`src/rtl/latch_bank_shadow_commit.sv`:
```
// Shadowed value bank: word-serial host loads, atomic all-channel commit on sync.
// Define COMMIT_TIMEOUT_EN to force a commit after TIMEOUT_CYC cycles armed.
module latch_bank_shadow_commit #(
  parameter int NUM_CH      = 8,
  parameter int DATA_W      = 48,
  parameter int BUS_W       = 16,
  parameter int ADDR_W      = 3,
  parameter int TIMEOUT_CYC = 1024
) (
  input  logic                     Clock,
  input  logic                     Reset,
  input  logic                     Wr_Valid,
  output logic                     Wr_Ready,
  input  logic                     Wr_First,
  input  logic [ADDR_W-1:0]        Wr_Addr,
  input  logic [BUS_W-1:0]         Wr_Data,
  input  logic                     Commit_Req,
  input  logic                     Commit_Sync,
  output logic                     Commit_Done,
  output logic [NUM_CH-1:0]        Pending_Mask,
  output logic [NUM_CH*DATA_W-1:0] Active_Bus,
  input  logic                     Err_Clr,
  output logic                     Err_Flag
);

  localparam int BEATS = (DATA_W + BUS_W - 1) / BUS_W;
  localparam int BW    = (BEATS > 1) ? $clog2(BEATS) : 1;
  localparam int AW    = BEATS * BUS_W;
  localparam logic [BW-1:0] LAST = BW'(BEATS - 1);

  if (TIMEOUT_CYC < 1 || (2 ** ADDR_W) < NUM_CH) begin : g_bad_cfg
    $error("latch_bank_shadow_commit: bad parameters");
  end

  typedef enum logic [1:0] {IDLE, LOAD, ARMED} state_e;

  state_e              state_q, state_d;
  logic [ADDR_W-1:0]   addr_q, addr_d;
  logic [BW-1:0]       beat_q, beat_d;
  logic [AW-1:0]       asm_q, asm_d;
  logic                cmt_q, cmt_d;
  logic [NUM_CH-1:0]   pend_q, pend_d;
  logic                done_q, done_d;
  logic                err_q, err_d;
  logic [DATA_W-1:0]   shadow_q [NUM_CH];
  logic [DATA_W-1:0]   shadow_d [NUM_CH];
  logic [DATA_W-1:0]   active_q [NUM_CH];
  logic [DATA_W-1:0]   active_d [NUM_CH];

  logic              acc;
  logic              start;
  logic              cmt_any;
  logic              err_set;
  logic              wr_done;
  logic [ADDR_W-1:0] wr_addr;
  logic              fire;

`ifdef COMMIT_TIMEOUT_EN
  localparam int TW = $clog2(TIMEOUT_CYC + 1);
  localparam logic [TW-1:0] TMO_LAST = TW'(TIMEOUT_CYC - 1);
  logic [TW-1:0] tmo_q, tmo_d;
`endif

  assign Wr_Ready = (state_q != ARMED);

  always_comb begin
    state_d  = state_q;
    addr_d   = addr_q;
    beat_d   = beat_q;
    asm_d    = asm_q;
    cmt_d    = cmt_q;
    pend_d   = pend_q;
    shadow_d = shadow_q;
    active_d = active_q;
    done_d   = 1'b0;
    err_set  = 1'b0;
    wr_done  = 1'b0;
    wr_addr  = addr_q;
    fire     = 1'b0;
    acc      = Wr_Valid & Wr_Ready;
    start    = acc & Wr_First;
    cmt_any  = cmt_q | Commit_Req;
`ifdef COMMIT_TIMEOUT_EN
    tmo_d    = '0;
`endif

    unique case (state_q)
      IDLE: begin
        if (acc && !Wr_First) err_set = 1'b1;
        if (Commit_Req) state_d = ARMED;
      end
      LOAD: begin
        cmt_d = cmt_any;
        if (acc && Wr_First) begin
          err_set = 1'b1;
        end else if (acc && Wr_Addr != addr_q) begin
          err_set = 1'b1;
          beat_d  = '0;
          asm_d   = '0;
          cmt_d   = 1'b0;
          state_d = cmt_any ? ARMED : IDLE;
        end else if (acc) begin
          asm_d[int'(beat_q)*BUS_W +: BUS_W] = Wr_Data;
          beat_d = beat_q + BW'(1);
          if (beat_q == LAST) begin
            wr_done = 1'b1;
            beat_d  = '0;
            cmt_d   = 1'b0;
            state_d = cmt_any ? ARMED : IDLE;
          end
        end
      end
      ARMED: begin
        fire = Commit_Sync;
`ifdef COMMIT_TIMEOUT_EN
        tmo_d = tmo_q + TW'(1);
        if (!Commit_Sync && tmo_q == TMO_LAST) begin
          fire    = 1'b1;
          err_set = 1'b1;
        end
`endif
      end
      default: state_d = IDLE;
    endcase

    // A first beat (re)starts assembly from IDLE or mid-sequence
    if (start) begin
      asm_d              = '0;
      asm_d[BUS_W-1:0]   = Wr_Data;
      addr_d             = Wr_Addr;
      wr_addr            = Wr_Addr;
      beat_d             = BW'(1);
      cmt_d              = cmt_any;
      state_d            = LOAD;
      if (BEATS == 1) begin
        wr_done = 1'b1;
        beat_d  = '0;
        cmt_d   = 1'b0;
        state_d = cmt_any ? ARMED : IDLE;
      end
    end

    if (wr_done) begin
      for (int c = 0; c < NUM_CH; c++) begin
        if (wr_addr == ADDR_W'(c)) begin
          shadow_d[c] = asm_d[DATA_W-1:0];
          pend_d[c]   = 1'b1;
        end
      end
    end

    if (fire) begin
      for (int c = 0; c < NUM_CH; c++) begin
        if (pend_q[c]) active_d[c] = shadow_q[c];
      end
      pend_d  = '0;
      done_d  = 1'b1;
      state_d = IDLE;
    end

    err_d = Err_Clr ? 1'b0 : (err_q | err_set);
  end

  always_ff @(posedge Clock or negedge Reset) begin
    if (!Reset) begin
      state_q  <= IDLE;
      addr_q   <= '0;
      beat_q   <= '0;
      asm_q    <= '0;
      cmt_q    <= 1'b0;
      pend_q   <= '0;
      done_q   <= 1'b0;
      err_q    <= 1'b0;
      shadow_q <= '{default: '0};
      active_q <= '{default: '0};
`ifdef COMMIT_TIMEOUT_EN
      tmo_q    <= '0;
`endif
    end else begin
      state_q  <= state_d;
      addr_q   <= addr_d;
      beat_q   <= beat_d;
      asm_q    <= asm_d;
      cmt_q    <= cmt_d;
      pend_q   <= pend_d;
      done_q   <= done_d;
      err_q    <= err_d;
      shadow_q <= shadow_d;
      active_q <= active_d;
`ifdef COMMIT_TIMEOUT_EN
      tmo_q    <= tmo_d;
`endif
    end
  end

  for (genvar c = 0; c < NUM_CH; c++) begin : g_out
    assign Active_Bus[c*DATA_W +: DATA_W] = active_q[c];
  end

  assign Pending_Mask = pend_q;
  assign Commit_Done  = done_q;
  assign Err_Flag     = err_q;

endmodule

```
`config.mk`:
```
export PLATFORM = sky130hd
export DESIGN_NAME = latch_bank_shadow_commit
export DESIGN_NICKNAME = d
export VERILOG_FILES = /design/src/rtl/latch_bank_shadow_commit.sv
export SDC_FILE = /design/constraint.sdc
export NUM_CORES = 1
export LEC_CHECK = 0
export ABC_CLOCK_PERIOD_IN_PS = 5700
export BUFFER_PORTS_ARGS = -buffer_cell sky130_fd_sc_hd__buf_2
export CAP_MARGIN = 20
export CORE_MARGIN = 3
export CORE_UTILIZATION = 64
export CTS_BUF_LIST = sky130_fd_sc_hd__clkbuf_8
export CTS_CLUSTER_SIZE = 20
export DETAILED_ROUTE_END_ITERATION = 10
export GPL_ROUTABILITY_DRIVEN = 1
export PLACE_DENSITY = 0.87
export SLEW_MARGIN = 20
export SYNTH_ARGS = -nofsm -noshare
export SYNTH_HDL_FRONTEND = slang
export SYNTH_SLANG_ARGS = --single-unit
```
`constraint.sdc`:
```
create_clock -name Clock -period 5.7 [get_ports Clock]
set_input_delay 1.14 -clock Clock [delete_from_list [all_inputs] [get_ports Clock]]
set_output_delay 1.14 -clock Clock [all_outputs]
set_load 0.05 [all_outputs]
```
### Yosys cells after proc, flatten, opt, wreduce, memory -nomap -nowiden

Index checks and enable logic that the tools add are counted.

| operators by class | value |
|---|---|
| bitwise logic cells | 4 |
| equal/unequal tests | 18 |
| shift operators | 2 |
| add/subtract/negate cells | 2 |
| mux-type cells | 50 |
| reduce and logical (&&, ||, !) cells | 43 |

Operators by type and width:

| operator | number |
|---|---|
| two-way mux 48 bit | 5 |
| bitwise mux 48 bit | 1 |
| AND reduction 2 bit | 24 |
| variable shift 16 x 33 -> 48 bit, first input constant | 1 |
| variable part select 16 x 33 -> 48 bit | 1 |
| negation 6 -> 33 bit | 1 |
| two-way mux 2 bit | 14 |
| two-way mux 1 bit | 25 |
| nonzero test 2 bit | 10 |
| two-way mux 8 bit | 2 |
| equality test 3 bit, second input constant | 4 |
| != test 5 bit, second input constant | 2 |
| != test 4 bit, second input constant | 2 |
| equality test 3 x 2 -> 1 bit, second input constant | 2 |
| one-hot mux 2 bit (3 select lines) | 1 |
| AND reduction 5 bit | 1 |
| equality test 2 bit, second input constant | 2 |
| != test 2 bit, second input constant | 2 |
| equality test 3 x 1 -> 1 bit, second input constant | 1 |
| logical AND 1 bit | 3 |
| zero test 3 bit | 1 |
| two-way mux 3 bit | 1 |
| != test 3 bit | 1 |
| != test 3 bit, second input constant | 1 |
| other kinds (9) | 11 |

| word-level totals | value |
|---|---|
| output and inout port bits | 395 |
| flip-flop bits (word level) | 834 |
| logic and storage cells | 150 |
| input port bits | 26 |

### Depth between registers and ports, before layout

Gate-level depths: netlist of run 1.

| depth | value |
|---|---|
| depth in word-level cells | 9 |
| depth in mapped cells | 9 |
| mapped depth without buffers | 7 |

### Least setup slack after synthesis of run 1

Ideal clock, no wire load.

| path | value |
|---|---|
| path type | input to register |
| start | in Wr_Valid |
| end | reg shadow_q[305] (netlist bit) |
| required time | 5.565 ns |
| buffers on the path | 3 |
| cell stages on the path | 8 |
| setup time | 0.135 ns |
| arrival | 2.469 ns |
| path slack | 3.096 ns |
| cells stage by stage | buf_4 nand3b_1 nor4_1 nand4_1 buf_2 buf_2 nand2_1 o21ai_0 |

| on the way | value |
|---|---|
| word-level cells in the longest chain between the ends | 6 |
| elaborated cells on any way between the ends | 16 |
| those cells by class | 1 x eq/ne; 10 x mux; 2 x bitwise; 3 x reduce/logical |

RTL lines:

| what | RTL line | text |
|---|---|---|
| from (decl) | 12 | `input logic Wr_Valid,` |
| bitwise AND 1 bit * | 80 | `acc = Wr_Valid & Wr_Ready;` |
| two-way mux 48 bit, or another cell as far along | 102 | `end else if (acc) begin` |
| two-way mux 48 bit / two-way mux 1 bit (equally long branches) | 96 | `end else if (acc && Wr_Addr != addr_q) begin` |
| two-way mux 48 bit / two-way mux 1 bit (equally long branches) | 94 | `if (acc && Wr_First) begin` |
| two-way mux 48 bit / two-way mux 1 bit (equally long branches) | 87 | `unique case (state_q)` |
| two-way mux 48 bit / AND reduction 2 bit (equally long branches) | -- |  |
| to (signal assigned) | 188 | `shadow_q <= shadow_d;` |
| to (decl) | 45 | `logic [DATA_W-1:0] shadow_q [NUM_CH];` |

Every way passes the cells marked *; elsewhere a longest branch is shown, timed or not.
A chain may end at the register's enable or synchronous reset.

### Worst setup path after layout of run 1

| path | value |
|---|---|
| start | reg state_q[0] |
| end | reg active_q, in the netlist Active_Bus[174] |

| on the way | value |
|---|---|
| word-level cells in the longest chain between the ends | 3 |

RTL lines:

| what | RTL line | text |
|---|---|---|
| from (decl) | 37 | `state_e state_q, state_d;` |
| from (signal assigned) | 180 | `state_q <= state_d;` |
| equality test 2 bit | 87 |  |
| two-way mux 1 bit | 87 |  |
| AND reduction 2 bit (no source line) | -- |  |
| to (signal assigned) | 189 | `active_q <= active_d;` |
| to (decl) | 47 | `logic [DATA_W-1:0] active_q [NUM_CH];` |

No other way between the ends.

==> results of run 1 <==
[cells by family (layout without fill, tap and decap cells)]
kind of cell | count (synthesis) | count (layout) | share of synthesized area
muxes | 385 | 385 | 0.139
other | 0 | 4 | 0
AOI/OAI and AO/OA | 499 | 499 | 0.0929
xor gates and xnor gates | 3 | 3 | 0.000842
buffers and inverters | 216 | 759 | 0.0307
and+or+nand+nor | 508 | 508 | 0.0661
adders and majority gates | 5 | 5 | 0.00200
DFF | 834 | 834 | 0.669
[area by class of cell]
cell class                      instances  share of cell area
Sequential cell                       834               0.573
Antenna cell                            4            0.000275
Multi-Input combinational cell       1400               0.259
Timing Repair Buffer                  456              0.0680
Inverter                               72             0.00742
Clock buffer                          169              0.0638
Tap cell                              615              0.0211
Clock inverter                         62             0.00796
[worst max path at each step]
stage	from	to	slack [ps]	depth (start not counted)
2_1_floorplan	Wr_Valid	shadow_q[305]	3100	8
4_1_cts	state_q[0]	Active_Bus[174]	2410	5
3_5_place_dp	Wr_First	shadow_q[258]	1740	7
3_3_place_gp	Wr_First	shadow_q[355]	1880	7
6_report	state_q[0]	Active_Bus[174]	2330	5
5_1_grt	state_q[0]	Active_Bus[178]	2240	5
[cells in the mapped netlist, types with 2 or more instances]
master	instances	area share
nor2_1	13	0.0016
dfrtp_1	834	0.67
buf_2	57	0.0091
a22oi_1	16	0.0038
mux2_2	385	0.14
a2bb2oi_4	8	0.0067
ha_1	5	0.0020
a31oi_1	3	0.00060
o22a_2	6	0.0019
and3_1	2	0.00040
nor4_1	2	0.00040
clkbuf_1	69	0.0083
buf_4	16	0.0038
and2_1	4	0.00080
o21ai_0	328	0.053
nand4_1	4	0.00080
nand2b_1	3	0.00060
a21o_1	32	0.0077
inv_1	72	0.0087
buf_6	2	0.00072
o211ai_1	4	0.00096
xnor2_1	3	0.00084
o21ai_1	62	0.0099
nand3_1	34	0.0055
o32ai_1	7	0.0020
a21oi_1	22	0.0035
nand2_1	435	0.052
[critical path, delay by kind of cell, from the launching register on]
| family | cells | cell delay, ps |
|---|---|---|
| DFF | 1 | 530 |
| muxes | 1 | 340 |
| buffers and inverters | 1 | 540 |
| and+or+nand+nor | 3 | 1810 |
[per-layer routing]
layer	wire length, µm	GRT usage
met3	6790	0.0870
met2	40800	0.527
met1	33300	0.442
met5	27	0
met4	3960	0.162
[flip-flops by register name (all words and copies together) (netlist names)]
name,flops
shadow_q,384
cmt_q,1
beat_q,2
asm_q,48
addr_q,3
Active_Bus,384
Commit_Done,1
Err_Flag,1
Pending_Mask,8
state_q,2
[report_power, final]
part | total (mW) | switching [mW] | leakage (nW) | internal, mW
logic | 1.16 | 0.835 | 6.57 | 0.328
registers | 6.12 | 0.0825 | 11.6 | 6.03
clock network | 4.97 | 2.31 | 1.49 | 2.66
total | 12.3 | 3.23 | 19.7 | 9.02
[metrics by stage]
stage                     area [µm²]  cells   util
final                          36400   3612  0.760
after CTS                      36400   3607  0.759
after floorplan                31200   2450      -
after detailed placement       33800   3376  0.705
after global routing           36400   3610  0.760
after global placement         33800   3376  0.705
==> impl_metrics.csv, run 1 <==
group,metric,value,unit
setup_path,reg2reg_slack,2330,ps
timing,setup_viol,0,
timing,holdWs,447,ps
setup_path,cp_data_required_time,6370,ps
detailed_routing,dr.pass1.iters,8,
die,core,47900,µm²
yosys,yosysSeqAreaShare,0.669,
clocking,cts.sinks,834,
timing,fin_skew,33.1,ps
power_and_ir_drop,leakagePower,19.7,nW
yosys,ys_types,49,
yosys,synthFlopType,"dfrtp_1",
clocking,clock_latency,800,ps
global_route,grt_pass1_wl,130000,µm
cells_and_area,multi_input_area,9430,µm²
timing,hold_viol_final,0,
setup_path,crit_fanout,30,
setup_path,critPathArrivalTime,4040,ps
setup_path,timing.rr.end,"Active_Bus[174]",
yosys,avgSynthCellArea,12.7,µm²
timing,period_share,0.591,
clocking,cts_buffers,132,
cells_and_area,area_growth,16.8,%
cells_and_area,final_common_cell,"dfrtp_1",
timing,slew_violations,0,
setup_path,crit_slowest_cell,"nand2_2",
hold_path,hold_class,"input port to async pin",
detailed_routing,ant_nets,0,
die,top_level_ports,421,
global_route,globalRouteTotalUtil,0.336,
yosys,netlist_area,31200,µm²
clocking,cts_hold_buf,0,
detailed_routing,drc,0,
die,die_h,227,µm
setup_path,cp_slowest_stage_delay,840,ps
power_and_ir_drop,p_per_area,336,nW/µm²
clocking,cts-htree-levels,4,
yosys,synth-seq-cells,834,
power_and_ir_drop,p_total,12.3,mW
clocking,clk_pin_slew,60,ps
setup_path,critical_path.cell_chain,"nor2b_2 -> and2_1 -> nand2_2 -> buf_4 -> mux2_2",
clocking,cts_root_buffer,"clkbuf_8",
cells_and_area,regArea,20900,µm²
placement,place_ws,1740,ps
yosys,synthArstFlopShare,1.00,
detailed_routing,routed_wl,84900,µm
placement,hpwl,54300,µm
detailed_routing,vias_per_cell,5.95,
clocking,cts_tree,"yes",
setup_path,reg2reg_depth,5,
detailed_routing,first_iter_violations,2067,
setup_path,r2r_start,"state_q[0]",
setup_path,worst_setup_path_end_kind,"flip-flop",
cells_and_area,layout.cells.most_common_list,"dfrtp_1, nand2_1, buf_2, mux2_2, o21ai_0",
global_route,grt_max_degree,143,
global_route,grt.overflow.total,0,
clocking,cts_setup_buffers,0,
yosys,syn_nets,2481,
global_route,grt_pass1_vias,22200,
global_route,antenna_found_initial,5,
timing,setup_ws,2330,ps
placement,gp_congestion,0.848,
cells_and_area,final_nets,2927,
timing,max_freq,0.297,GHz
die,rows,80,
yosys,netlist_instances,2450,
setup_path,crit_path_start_kind,"flip-flop",
timing,worstMarginPinSlew,1080,ps
yosys,synth_edf_count,0,
clocking,cts.repair.resized,0,
timing,setup-tns-final,0,ps
detailed_routing,via_count,21500,
yosys,yosysWarnings,0,
detailed_routing,wire_per_inst,23.5,µm
placement,io_buffers,420,
die,die_area,51500,µm²
clocking,clk_path_buf_depth,3,
die,start_util,0.651,
power_and_ir_drop,ir_drop,0.000293,V
run,cap_violations,0,
timing,rsz0062_at_grt,"false",
outcome,status,"completed",
timing,relSlewSlack,0.280,
setup_path,worstSetupPathType,"flip-flop to flip-flop",
die,fp.dieW,227,µm
timing,fin_crit,3370,ps
cells_and_area,drive_above_1_share,0.355,
cells_and_area,nFillCells,2884,
No activity file was read; power rests on OpenSTA's default activity.
==> run 2, diff against run 1 <==
--- a/config.mk
+++ b/config.mk
@@ -5,16 +5,16 @@
 export SDC_FILE = /design/constraint.sdc
 export NUM_CORES = 1
 export LEC_CHECK = 0
-export ABC_CLOCK_PERIOD_IN_PS = 5700
+export ABC_CLOCK_PERIOD_IN_PS = 2710
 export BUFFER_PORTS_ARGS = -buffer_cell sky130_fd_sc_hd__buf_2
 export CAP_MARGIN = 20
 export CORE_MARGIN = 3
-export CORE_UTILIZATION = 64
+export CORE_UTILIZATION = 54
 export CTS_BUF_LIST = sky130_fd_sc_hd__clkbuf_8
 export CTS_CLUSTER_SIZE = 20
 export DETAILED_ROUTE_END_ITERATION = 10
 export GPL_ROUTABILITY_DRIVEN = 1
-export PLACE_DENSITY = 0.87
+export PLACE_DENSITY = 0.79
 export SLEW_MARGIN = 20
 export SYNTH_ARGS = -nofsm -noshare
 export SYNTH_HDL_FRONTEND = slang
==> constraint.sdc (replaced) <==
create_clock -name Clock -period 2.71 [get_ports Clock]
set_input_delay 0.542 -clock Clock [delete_from_list [all_inputs] [get_ports Clock]]
set_output_delay 0.542 -clock Clock [all_outputs]
set_load 0.05 [all_outputs]
==> impl_metrics.csv, run 2 (same netlist as run 1, synthesis figures left out) <==
group,metric,value,unit
placement,placed_area,34600,µm²
timing,period_share,0.946,
timing,setup_viol,0,
global_route,antenna_found_initial,13,
clocking,cts_setup_buffers,0,
setup_path,crit_fanout,11,
power_and_ir_drop,ir_drop,0.000536,V
detailed_routing,drc,0,
run,cap_violations,0,
power_and_ir_drop,p_per_area,702,nW/µm²
detailed_routing,first_iter_violations,1432,
cells_and_area,area_growth,19.8,%
clocking,cts-htree-levels,4,
die,die_area,60700,µm²
global_route,grt_max_degree,98,
timing,rsz0062_at_grt,"false",
power_and_ir_drop,p_comb_frac,0.095,
outcome,status,"completed",
clocking,cts_buffers,136,
setup_path,worstSetupPathType,"flip-flop to output port",
power_and_ir_drop,p_int,19.4,mW
clocking,cts_tree,"yes",
placement,io_buffers,420,
timing,slew_violations,0,
setup_path,worst_setup_path_end_kind,"output port",
setup_path,cp_data_required_time,2170,ps
power_and_ir_drop,swShare,0.262,
die,die_h,246,µm
clocking,clock_latency,780,ps
cells_and_area,drive_above_1_share,0.366,
hold_path,min-delay-start,"Commit_Req",
cells_and_area,nFillCells,4174,
setup_path,crit_path_start_kind,"flip-flop",
clocking,cts.sinks,834,
die,fp.dieW,246,µm
placement,hpwl,55300,µm
clocking,clk_pin_slew,60,ps
setup_path,critPathArrivalTime,2020,ps
detailed_routing,routed_wl,84100,µm
power_and_ir_drop,seqPwrFrac,0.490,
timing,relSlewSlack,0.529,
cells_and_area,layout.cells.most_common_list,"dfrtp_1, nand2_1, buf_2, mux2_2, o21ai_0",
cells_and_area,multi_input_area,9430,µm²
global_route,grt_pass1_vias,21800,
die,rows,87,
detailed_routing,via_count,20900,
die,core,56800,µm²
hold_path,hold_class,"input port to flip-flop",
detailed_routing,wire_per_inst,22.1,µm
detailed_routing,ant_nets,0,
timing,setup-tns-final,0,ps
global_route,grt.overflow.total,0,
detailed_routing,vias_per_cell,5.49,
timing,worstMarginPinSlew,707,ps
global_route,globalRouteTotalUtil,0.283,
timing,hold_viol_final,0,
setup_path,crit_start,"state_q[1]",
clocking,clk_path_buf_depth,3,
cells_and_area,finalInstanceArea,37400,µm²
power_and_ir_drop,clkPwrFrac,0.415,
detailed_routing,dr.pass1.iters,5,
cells_and_area,final_common_cell,"dfrtp_1",
die,top_level_ports,421,
timing,fin_crit,2560,ps
timing,fin_skew,40.3,ps
placement,gp_congestion,0.848,
cells_and_area,regArea,20900,µm²
timing,max_freq,0.390,GHz
die,start_util,0.549,
setup_path,r2r_start,"beat_q[0]",
clocking,cts_root_buffer,"clkbuf_8",
power_and_ir_drop,p_switching,6.88,mW
power_and_ir_drop,leakagePower,20.1,nW
global_route,grt_pass1_wl,129000,µm
cells_and_area,final_nets,2975,
run 2: what timing repair did:
action                     in CTS  in global routing
hold buffers                    4                  0
setup endpoints to repair       0                  1
hold endpoints to repair       54                  0
gates resized for setup         0                  1
run 2: stage by stage:
stage	util	setup WS, ps	instances	hold slack, ps	total power [mW]
after floorplan	-	420	2450	246	14.5
after global placement	0.609	309	3558	457	15.5
after detailed placement	0.609	188	3558	466	15.6
after CTS	0.658	42.2	3795	22.2	26.5
after global routing	0.658	49.8	3796	92.1	27.4
final	0.658	147	3802	114	26.3
run 2: power by group through the flow:
stage                     Sequential, mW  Clock [mW]  Combinational (mW)
after floorplan                     13.1           0                1.42
after CTS                           12.9        11.1                2.53
final                               12.9        10.9                2.50
after detailed placement            13.1           0                2.51
after global routing                12.9        11.8                2.72
after global placement              13.1           0                2.46
run 2: layout make-up:
cell class | count | share of cell area
Antenna cell | 7 | 0.000468
Clock buffer | 169 | 0.0622
Clock inverter | 64 | 0.0111
Inverter | 72 | 0.00723
Multi-Input combinational cell | 1400 | 0.252
Sequential cell | 834 | 0.558
Tap cell | 756 | 0.0253
Timing Repair Buffer | 500 | 0.0835
run 2: worst paths after layout:
path                                  to  slack (ps)  depth (start not counted)
max                             Wr_Ready         150                          3
min                                cmt_q         110                          3
max reg2reg                  shadow_q[8]         260                          8
min reg2reg                 shadow_q[23]         470                          2
max in group asynchronous  shadow_q[241]        1350                          3
min in group asynchronous  shadow_q[149]         410                          2
run 2: worst max-delay path, stage by stage (launching register included):
cell,delay [ps]
dfrtp_1,490
nor2b_2,230
inv_1,220
buf_2,330
run 2: routing by layer:
layer  routed length, µm  vias up  GRT usage  part of all wire
met4                2720       12      0.108             0.032
li1                    -     9367          -                 -
met3                6060      171     0.0817             0.072
met2               40500      672      0.454              0.48
met5                  71        -          0           0.00084
met1               34800    10600      0.368              0.41
